$ cat src/rtl/mips_pkg.sv
// Shared MIPS encodings: opcodes, ALU operation codes, and control FSM states.
// Imported by the multi-cycle control path and its decode helper.
package mips_pkg;

    localparam logic [5:0] OP_RTYPE = 6'b000000;
    localparam logic [5:0] OP_LW    = 6'b100011;
    localparam logic [5:0] OP_SW    = 6'b101011;
    localparam logic [5:0] OP_BEQ   = 6'b000100;
    localparam logic [5:0] OP_J     = 6'b000010;
    localparam logic [5:0] OP_ORI   = 6'b001101;
    localparam logic [5:0] OP_ADDI  = 6'b001000;
    localparam logic [5:0] OP_ADDIU = 6'b001001;
    localparam logic [5:0] OP_ANDI  = 6'b001100;
    localparam logic [5:0] OP_LUI   = 6'b001111;
    localparam logic [5:0] OP_SLTI  = 6'b001010;
    localparam logic [5:0] OP_SLTIU = 6'b001011;
    localparam logic [5:0] OP_XORI  = 6'b001110;

    localparam logic [3:0] ALU_AND  = 4'd0;
    localparam logic [3:0] ALU_OR   = 4'd1;
    localparam logic [3:0] ALU_ADD  = 4'd2;
    localparam logic [3:0] ALU_SLL  = 4'd3;
    localparam logic [3:0] ALU_SRL  = 4'd4;
    localparam logic [3:0] ALU_SUB  = 4'd6;
    localparam logic [3:0] ALU_SLT  = 4'd7;
    localparam logic [3:0] ALU_ADDU = 4'd8;
    localparam logic [3:0] ALU_SUBU = 4'd9;
    localparam logic [3:0] ALU_XOR  = 4'd10;
    localparam logic [3:0] ALU_SLTU = 4'd11;
    localparam logic [3:0] ALU_NOR  = 4'd12;
    localparam logic [3:0] ALU_SRA  = 4'd13;
    localparam logic [3:0] ALU_LUI  = 4'd14;
    localparam logic [3:0] ALU_FUNC = 4'd15;

    typedef enum logic [3:0] {
        S_FETCH    = 4'd0,
        S_DECODE   = 4'd1,
        S_MEMADDR  = 4'd2,
        S_MEMREAD  = 4'd3,
        S_MEMWB    = 4'd4,
        S_MEMWRITE = 4'd5,
        S_REXEC    = 4'd6,
        S_RWB      = 4'd7,
        S_BRANCH   = 4'd8,
        S_JUMP     = 4'd9,
        S_IEXEC    = 4'd10,
        S_IWB      = 4'd11
    } state_e;

endpackage

$ cat src/rtl/multi_cycle_control_imm_alu_decode.sv
// Opcode/Func to ALU operation, immediate extension mode and shamt select.
// Purely combinational; shared by the R-type and I-type execute states.
module imm_alu_decode
    import mips_pkg::*;
(
    input  logic [5:0] opcode_i,
    input  logic [5:0] func_i,
    output logic [3:0] alu_op_o,
    output logic       sign_ext_o,
    output logic       shift_sel_o
);

    // I-type operation and extension mode; lui needs no extension
    always_comb begin
        alu_op_o   = ALU_ADD;
        sign_ext_o = 1'b0;
        unique case (opcode_i)
            OP_ORI:   begin alu_op_o = ALU_OR;   sign_ext_o = 1'b0; end
            OP_ADDI:  begin alu_op_o = ALU_ADD;  sign_ext_o = 1'b1; end
            OP_ADDIU: begin alu_op_o = ALU_ADDU; sign_ext_o = 1'b1; end
            OP_ANDI:  begin alu_op_o = ALU_AND;  sign_ext_o = 1'b0; end
            OP_LUI:   begin alu_op_o = ALU_LUI;  sign_ext_o = 1'b0; end
            OP_SLTI:  begin alu_op_o = ALU_SLT;  sign_ext_o = 1'b1; end
            OP_SLTIU: begin alu_op_o = ALU_SLTU; sign_ext_o = 1'b1; end
            OP_XORI:  begin alu_op_o = ALU_XOR;  sign_ext_o = 1'b0; end
            default:  begin alu_op_o = ALU_ADD;  sign_ext_o = 1'b0; end
        endcase
    end

    // Constant shifts (sll/srl/sra) take shamt as ALU input A
    always_comb begin
        shift_sel_o = (func_i == 6'b000000) ||
                      (func_i == 6'b000010) ||
                      (func_i == 6'b000011);
    end

endmodule

$ cat src/rtl/multi_cycle_control.sv
// Moore control FSM for the multi-cycle MIPS datapath.
// Optional MEM_WAIT_EN: memory states stall until MemReady=1.
module multi_cycle_control
    import mips_pkg::*;
#(
    parameter int STATE_W = 4,
    parameter int ALUOP_W = 4
) (
    input  logic               CLK,
    input  logic               Reset,
    input  logic [5:0]         Opcode,
    input  logic [5:0]         Func,
    input  logic               Zero,
    input  logic               MemReady,
    output logic               PCWrite,
    output logic               PCWriteCond,
    output logic [1:0]         PCSource,
    output logic               IorD,
    output logic               MemRead,
    output logic               MemWrite,
    output logic               IRWrite,
    output logic               RegDst,
    output logic               MemToReg,
    output logic               RegWrite,
    output logic [1:0]         ALUSrc1,
    output logic [1:0]         ALUSrc2,
    output logic               SignExtend,
    output logic [ALUOP_W-1:0] ALUOp,
    output logic               IllegalOp,
    output logic [STATE_W-1:0] State
);

    state_e     state_q;
    state_e     state_d;
    logic [3:0] imm_op;
    logic       imm_sext;
    logic       shift_sel;
    logic [3:0] alu_op;
    logic       mem_rdy;
    logic       unused_in;

    // Zero is consumed by the datapath PC-load gate, not by the FSM
    assign unused_in = Zero ^ MemReady;

`ifdef MEM_WAIT_EN
    assign mem_rdy = MemReady;
`else
    assign mem_rdy = 1'b1;
`endif

    imm_alu_decode u_dec (
        .opcode_i    (Opcode),
        .func_i      (Func),
        .alu_op_o    (imm_op),
        .sign_ext_o  (imm_sext),
        .shift_sel_o (shift_sel)
    );

    // State register with synchronous reset to FETCH
    always_ff @(posedge CLK) begin
        if (Reset) state_q <= S_FETCH;
        else       state_q <= state_d;
    end

    // Next state and per-state strobes; reset forces every output low
    always_comb begin
        state_d     = S_FETCH;
        PCWrite     = 1'b0;
        PCWriteCond = 1'b0;
        PCSource    = 2'b00;
        IorD        = 1'b0;
        MemRead     = 1'b0;
        MemWrite    = 1'b0;
        IRWrite     = 1'b0;
        RegDst      = 1'b0;
        MemToReg    = 1'b0;
        RegWrite    = 1'b0;
        ALUSrc1     = 2'b00;
        ALUSrc2     = 2'b00;
        SignExtend  = 1'b0;
        alu_op      = ALU_AND;
        IllegalOp   = 1'b0;
        case (state_q)
            S_FETCH: begin
                MemRead = 1'b1;
                IRWrite = mem_rdy;
                PCWrite = mem_rdy;
                ALUSrc1 = 2'b10;
                ALUSrc2 = 2'b01;
                alu_op  = ALU_ADD;
                state_d = mem_rdy ? S_DECODE : S_FETCH;
            end
            S_DECODE: begin
                ALUSrc1    = 2'b10;
                ALUSrc2    = 2'b11;
                SignExtend = 1'b1;
                alu_op     = ALU_ADD;
                case (Opcode)
                    OP_LW, OP_SW: state_d = S_MEMADDR;
                    OP_RTYPE:     state_d = S_REXEC;
                    OP_BEQ:       state_d = S_BRANCH;
                    OP_J:         state_d = S_JUMP;
                    OP_ORI, OP_ADDI, OP_ADDIU, OP_ANDI,
                    OP_LUI, OP_SLTI, OP_SLTIU, OP_XORI:
                                  state_d = S_IEXEC;
                    default: begin
                        state_d   = S_FETCH;
                        IllegalOp = 1'b1;
                    end
                endcase
            end
            S_MEMADDR: begin
                ALUSrc2    = 2'b10;
                SignExtend = 1'b1;
                alu_op     = ALU_ADD;
                state_d    = (Opcode == OP_LW) ? S_MEMREAD : S_MEMWRITE;
            end
            S_MEMREAD: begin
                IorD    = 1'b1;
                MemRead = 1'b1;
                state_d = mem_rdy ? S_MEMWB : S_MEMREAD;
            end
            S_MEMWB: begin
                MemToReg = 1'b1;
                RegWrite = 1'b1;
            end
            S_MEMWRITE: begin
                IorD     = 1'b1;
                MemWrite = 1'b1;
                state_d  = mem_rdy ? S_FETCH : S_MEMWRITE;
            end
            S_REXEC: begin
                ALUSrc1 = shift_sel ? 2'b01 : 2'b00;
                alu_op  = ALU_FUNC;
                state_d = S_RWB;
            end
            S_RWB: begin
                RegDst   = 1'b1;
                RegWrite = 1'b1;
            end
            S_BRANCH: begin
                alu_op      = ALU_SUB;
                PCWriteCond = 1'b1;
                PCSource    = 2'b01;
            end
            S_JUMP: begin
                PCWrite  = 1'b1;
                PCSource = 2'b10;
            end
            S_IEXEC: begin
                ALUSrc2    = 2'b10;
                SignExtend = imm_sext;
                alu_op     = imm_op;
                state_d    = S_IWB;
            end
            S_IWB: begin
                RegWrite   = 1'b1;
                ALUSrc2    = 2'b10;
                SignExtend = imm_sext;
                alu_op     = imm_op;
            end
            default: state_d = S_FETCH;
        endcase
        ALUOp = ALUOP_W'(alu_op);
        State = STATE_W'(state_q);
        if (Reset) begin
            PCWrite     = 1'b0;
            PCWriteCond = 1'b0;
            PCSource    = 2'b00;
            IorD        = 1'b0;
            MemRead     = 1'b0;
            MemWrite    = 1'b0;
            IRWrite     = 1'b0;
            RegDst      = 1'b0;
            MemToReg    = 1'b0;
            RegWrite    = 1'b0;
            ALUSrc1     = 2'b00;
            ALUSrc2     = 2'b00;
            SignExtend  = 1'b0;
            ALUOp       = '0;
            IllegalOp   = 1'b0;
            State       = '0;
        end
    end

endmodule

$ cat config.mk
export PLATFORM = sky130hd
export DESIGN_NAME = multi_cycle_control
export DESIGN_NICKNAME = d
export VERILOG_FILES = /design/src/rtl/mips_pkg.sv /design/src/rtl/multi_cycle_control_imm_alu_decode.sv /design/src/rtl/multi_cycle_control.sv
export SDC_FILE = /design/constraint.sdc
export NUM_CORES = 1
export LEC_CHECK = 0
export CORE_MARGIN = 2
export CORE_UTILIZATION = 38
export DETAILED_ROUTE_END_ITERATION = 16
export PLACE_DENSITY = 0.78
export SLEW_MARGIN = 40
export SYNTH_ARGS = -nofsm -noshare
export SYNTH_HDL_FRONTEND = slang
export SYNTH_SLANG_ARGS = --single-unit
$ cat constraint.sdc
create_clock -name CLK -period 1.94 [get_ports CLK]
set_clock_uncertainty 0.05 [all_clocks]
set_input_delay 0.194 -clock CLK [delete_from_list [all_inputs] [get_ports CLK]]
set_output_delay 0.194 -clock CLK [all_outputs]
set_load 0.1 [all_outputs]
==> run_results.csv, run 1 <==
group,metric,value,unit
logic_synthesis,synth_seq_cells,4,
logic_synthesis,synth_area_leaders,"dfxtp_1, nor2_1, nor4_1",
clocking,cts-root-buf,"clkbuf_4",
clocking,cts_resized,16,
floorplan,die-width,48.3,µm
placed_design,dpl.cell_count,191,
logic_synthesis,yosysTopAreaCell,"dfxtp_1",
placed_design,place_congestion,0.831,
outcome,tool.error,"[ERROR DPL-0033] detailed placement checks failed during check placement.",
floorplan,rows,16,
logic_synthesis,ys_seq_area_frac,0.107,
floorplan,io_pins,41,
clocking,cts_max_level,1,
logic_synthesis,postSynthAreaPerCell,6.67,µm²
placed_design,port_buffers,38,
placed_design,hpwl,2920,µm
floorplan,chipHeight,48.3,µm
logic_synthesis,synth_area,747,µm²
clocking,cts_buffer_depth,2,
clocking,post_cts_buffers,6,
logic_synthesis,synth_nets,128,
outcome,status,"stopped before the end",
logic_synthesis,synth_edf_count,0,
logic_synthesis,synth_top_area_frac,0.107,
clocking,clock-sinks,4,
clocking,cts.hold.buffers_added,0,
logic_synthesis,ys.flop_type,"dfxtp_1",
logic_synthesis,syn_inst,112,
logic_synthesis,synthDistinctLibCells,40,
placed_design,dpl_cell_area,0.00176,mm²
logic_synthesis,synth_warnings,0,
logic_synthesis,async_flop_share,0,
outcome,haltStage,"clock tree synthesis",
floorplan,initial_core_util,0.393,
clocking,numCtsBuffers,3,
## synth_stat cells, types with 2 or more instances
cell type	instances
a21oi_1	2
and2_1	2
buf_1	2
buf_2	3
clkbuf_1	4
dfxtp_1	4
inv_1	4
mux2_2	2
nand2_1	8
nand2b_1	4
nor2_1	17
nor2b_1	7
nor3_1	7
nor4_1	9
o21a_1	3
o21ai_0	6
o22a_1	2
or3_1	2
or4b_4	2
xnor2_1	2
## logic make-up after synthesis
kind of cell | share of synthesized area
xor+xnor | 0.0235
mux | 0.0435
buf+inv | 0.0955
fa+ha+maj | 0.0134
simple gates | 0.482
flops | 0.107
compound gates | 0.235
## per-stage QoR
step	setup TNS [ns]	setup WS, ns
after detailed placement	-0.649	-0.226
after global placement	-0.251	-0.150
after floorplan	-5.23	-1.19
==> inputs of run 2 (changes only) <==
--- a/config.mk
+++ b/config.mk
@@ -5,10 +5,10 @@
 export SDC_FILE = /design/constraint.sdc
 export NUM_CORES = 1
 export LEC_CHECK = 0
-export CORE_MARGIN = 2
-export CORE_UTILIZATION = 38
+export CORE_AREA = 2 2 63 65
 export DETAILED_ROUTE_END_ITERATION = 16
-export PLACE_DENSITY = 0.78
+export DIE_AREA = 0 0 65 67
+export PLACE_DENSITY_LB_ADDON = 0.15
 export SLEW_MARGIN = 40
 export SYNTH_ARGS = -nofsm -noshare
 export SYNTH_HDL_FRONTEND = slang
==> run_results.csv, run 2 <==
group,metric,value,unit
logic_synthesis,syn_inst,112,
power,p_leak,0.703,nW
finish,finalNonFillerCells,216,
global_route,antenna_found_initial,0,
logic_synthesis,yosysMostFrequentCell,"nor2_1",
setup_path,reg2reg_slack,0.35,ns
clocking,clock-sinks,4,
power,irDropWorstVdd,150,µV
logic_synthesis,async_flop_share,0,
finish,largest_reg_flops,4,
detailed_routing,drtPass1Iterations,4,
clocking,clk_pin_slew,0.04,ns
sta,relSlewSlack,0.682,
clocking,clkLatencyLatePin,0.23,ns
setup_path,startpoint,"state_q[2]",
sta,max_freq,499,MHz
setup_path,cp.required,1.70,ns
floorplan,dieArea,0.00436,mm²
floorplan,chipHeight,67,µm
detailed_routing,via_count,1031,
detailed_routing,detail-route-antenna-nets,0,
sta,rsz0062_at_grt,"yes",
sta,maxSlewViolCount,0,
clocking,cts_max_level,1,
clocking,cts_tree,"built",
detailed_routing,route.met2.wl,1540,µm
global_route,grt_max_degree,14,
floorplan,die-width,65,µm
detailed_routing,wl_met1,1160,µm
setup_path,cp_max_fo,4,
finish,area_growth,150,%
outcome,violations,"setup timing",
run,maxCapViolCount,0,
sta,worst_slew_pin_slew,0.464,ns
global_route,globalRouteOverflowTotal,0,
power,power.total,0.714,mW
sta,hold_viol,0,
logic_synthesis,synth_area,747,µm²
placed_design,hpwl,2330,µm
power,power_density,382,mW/mm²
logic_synthesis,ys_seq_area_frac,0.107,
detailed_routing,via_per_inst,4.77,
logic_synthesis,synth_area_leaders,"dfxtp_1, nor2_1, nor4_1",
logic_synthesis,synthDistinctLibCells,40,
clocking,numCtsBuffers,3,
global_route,grt_pass1_wl,4950,µm
global_route,grt_use_total,0.146,
logic_synthesis,synth_seq_cells,4,
global_route,grt_pass1_vias,1037,
sta,period_minus_slack,2.00,ns
setup_path,critPathCaptureType,"output port",
logic_synthesis,synth_warnings,0,
sta,finalCritPeriodShare,1.03,
detailed_routing,top_layer,"met4",
logic_synthesis,postSynthAreaPerCell,6.67,µm²
detailed_routing,route.detailed.drc,0,
finish,final_common_cell,"buf_12",
finish,largest-register,"state_q",
detailed_routing,wl_met3,164,µm
placed_design,port_buffers,38,
floorplan,initial_core_util,0.207,
placed_design,place_congestion,0.839,
clocking,post_cts_buffers,0,
clocking,cts_buffer_depth,2,
finish,num_antenna_cells,0,
logic_synthesis,yosysTopAreaCell,"dfxtp_1",
finish,nets,186,
floorplan,core_area,0.00361,mm²
floorplan,io_pins,41,
sta,setup_viol,1,
setup_path,cp-start-kind,"register",
placed_design,dpl.cell_count,213,
min_path,worst_hold_path_type,"input port to register",
min_path,worst_hold_startpoint,"Opcode[4]",
detailed_routing,drtIter0Drc,29,
detailed_routing,wirelength,2880,µm
finish,final_cell_mix,"buf_12, buf_4, nor2_1, clkdlybuf4s50_1, nand2_1",
detailed_routing,avgRoutedWirePerCell,13.3,µm
logic_synthesis,synth_nets,128,
clocking,cts-root-buf,"clkbuf_8",
setup_path,path_class,"register to output port",
floorplan,rows,22,
setup_path,reg2reg_from,"state_q[0]",
logic_synthesis,synth_edf_count,0,
outcome,status,"finished with violations",
setup_path,worstPathArrival,1.76,ns
finish,nFillCells,328,
finish,top_regs,"state_q: 4 flops",
logic_synthesis,synth_top_area_frac,0.107,
logic_synthesis,yosys-top-cells-count,"nor2_1, nor4_1, nand2_1, nor2b_1, nor3_1",
logic_synthesis,ys.flop_type,"dfxtp_1",
sta,worst_slack,-0.0633,ns
finish,drive_gt1_frac,0.571,
-- run 2: cell counts after synthesis --
No cell type changed its count.
-- run 2: cell type report --
type / instances / area, µm² / area share
sequential: 4 / 83.8 / 0.0449
tap: 48 / 60.1 / 0.0322
clock buffer: 3 / 41.3 / 0.0221
inverter: 4 / 15.0 / 0.00804
timing repair buffer: 64 / 833 / 0.446
multi-input combinational: 93 / 835 / 0.447
-- run 2: critical path, cell delays in order (launching register included) --
cell and delay [ns]:
dfxtp_2 0.33, nand2b_4 0.15, or4b_4 0.50, o22a_1 0.25, nor2_4 0.12, buf_12 0.18
-- run 2: final timing paths --
path	to	cells after the start
worst max-delay path	ALUOp[2]	5
worst max register to register	state_q[1]	5
worst min-delay path	state_q[0]	5
worst min register to register	state_q[3]	2
-- run 2: kinds of logic (layout without fill, tap and decap cells) --
| kind of cell | after synthesis | count (layout) | synth area share |
|---|---|---|---|
| and+or+nand+nor | 63 | 63 | 0.482 |
| AOI/OAI and AO/OA | 24 | 24 | 0.235 |
| buffers and inverters | 15 | 71 | 0.0955 |
| DFF | 4 | 4 | 0.107 |
| muxes | 3 | 3 | 0.0435 |
| xor gates and xnor gates | 2 | 2 | 0.0235 |
| adders and majority gates | 1 | 1 | 0.0134 |
-- run 2: power by group --
| part | total [mW] | switching [mW] | internal (mW) |
|---|---|---|---|
| clock | 0.188 | 0.0547 | 0.133 |
| sequential | 0.0899 | 0.00346 | 0.0864 |
| combinational | 0.436 | 0.259 | 0.177 |
| total | 0.714 | 0.317 | 0.396 |
-- run 2: timing repair --
action / in CTS / in global routing
pin swaps: 4 / 5
cloned: 0 / 0
endpoints found under the setup margin: 8 / 9
resized for setup: 9 / 10
hold endpoints to repair: 0 / 0
hold buffers: 0 / 0
-- run 2: per-layer routing --
metal	vias to the layer above	track usage
met3	4	0.0169
met2	37	0.272
met1	477	0.176
li1	513	-
met5	-	0
met4	0	0.0399
-- run 2: metrics by stage --
stage / worst slack [ns] / utilization / setup TNS, ns / hold WS (ns) / cell area, µm²
6_report: -0.0633 / 0.518 / -0.0633 / 0.529 / 1870
5_1_grt: -0.101 / 0.518 / -0.144 / 0.590 / 1870
4_1_cts: -0.0868 / 0.511 / -0.237 / 0.520 / 1840
3_5_place_dp: -0.219 / 0.496 / -0.476 / 0.668 / 1790
3_3_place_gp: -0.186 / 0.496 / -0.366 / 0.650 / 1790
2_1_floorplan: -1.19 / - / -5.23 / 0.323 / 981
Power figures use the tool's default switching activity.
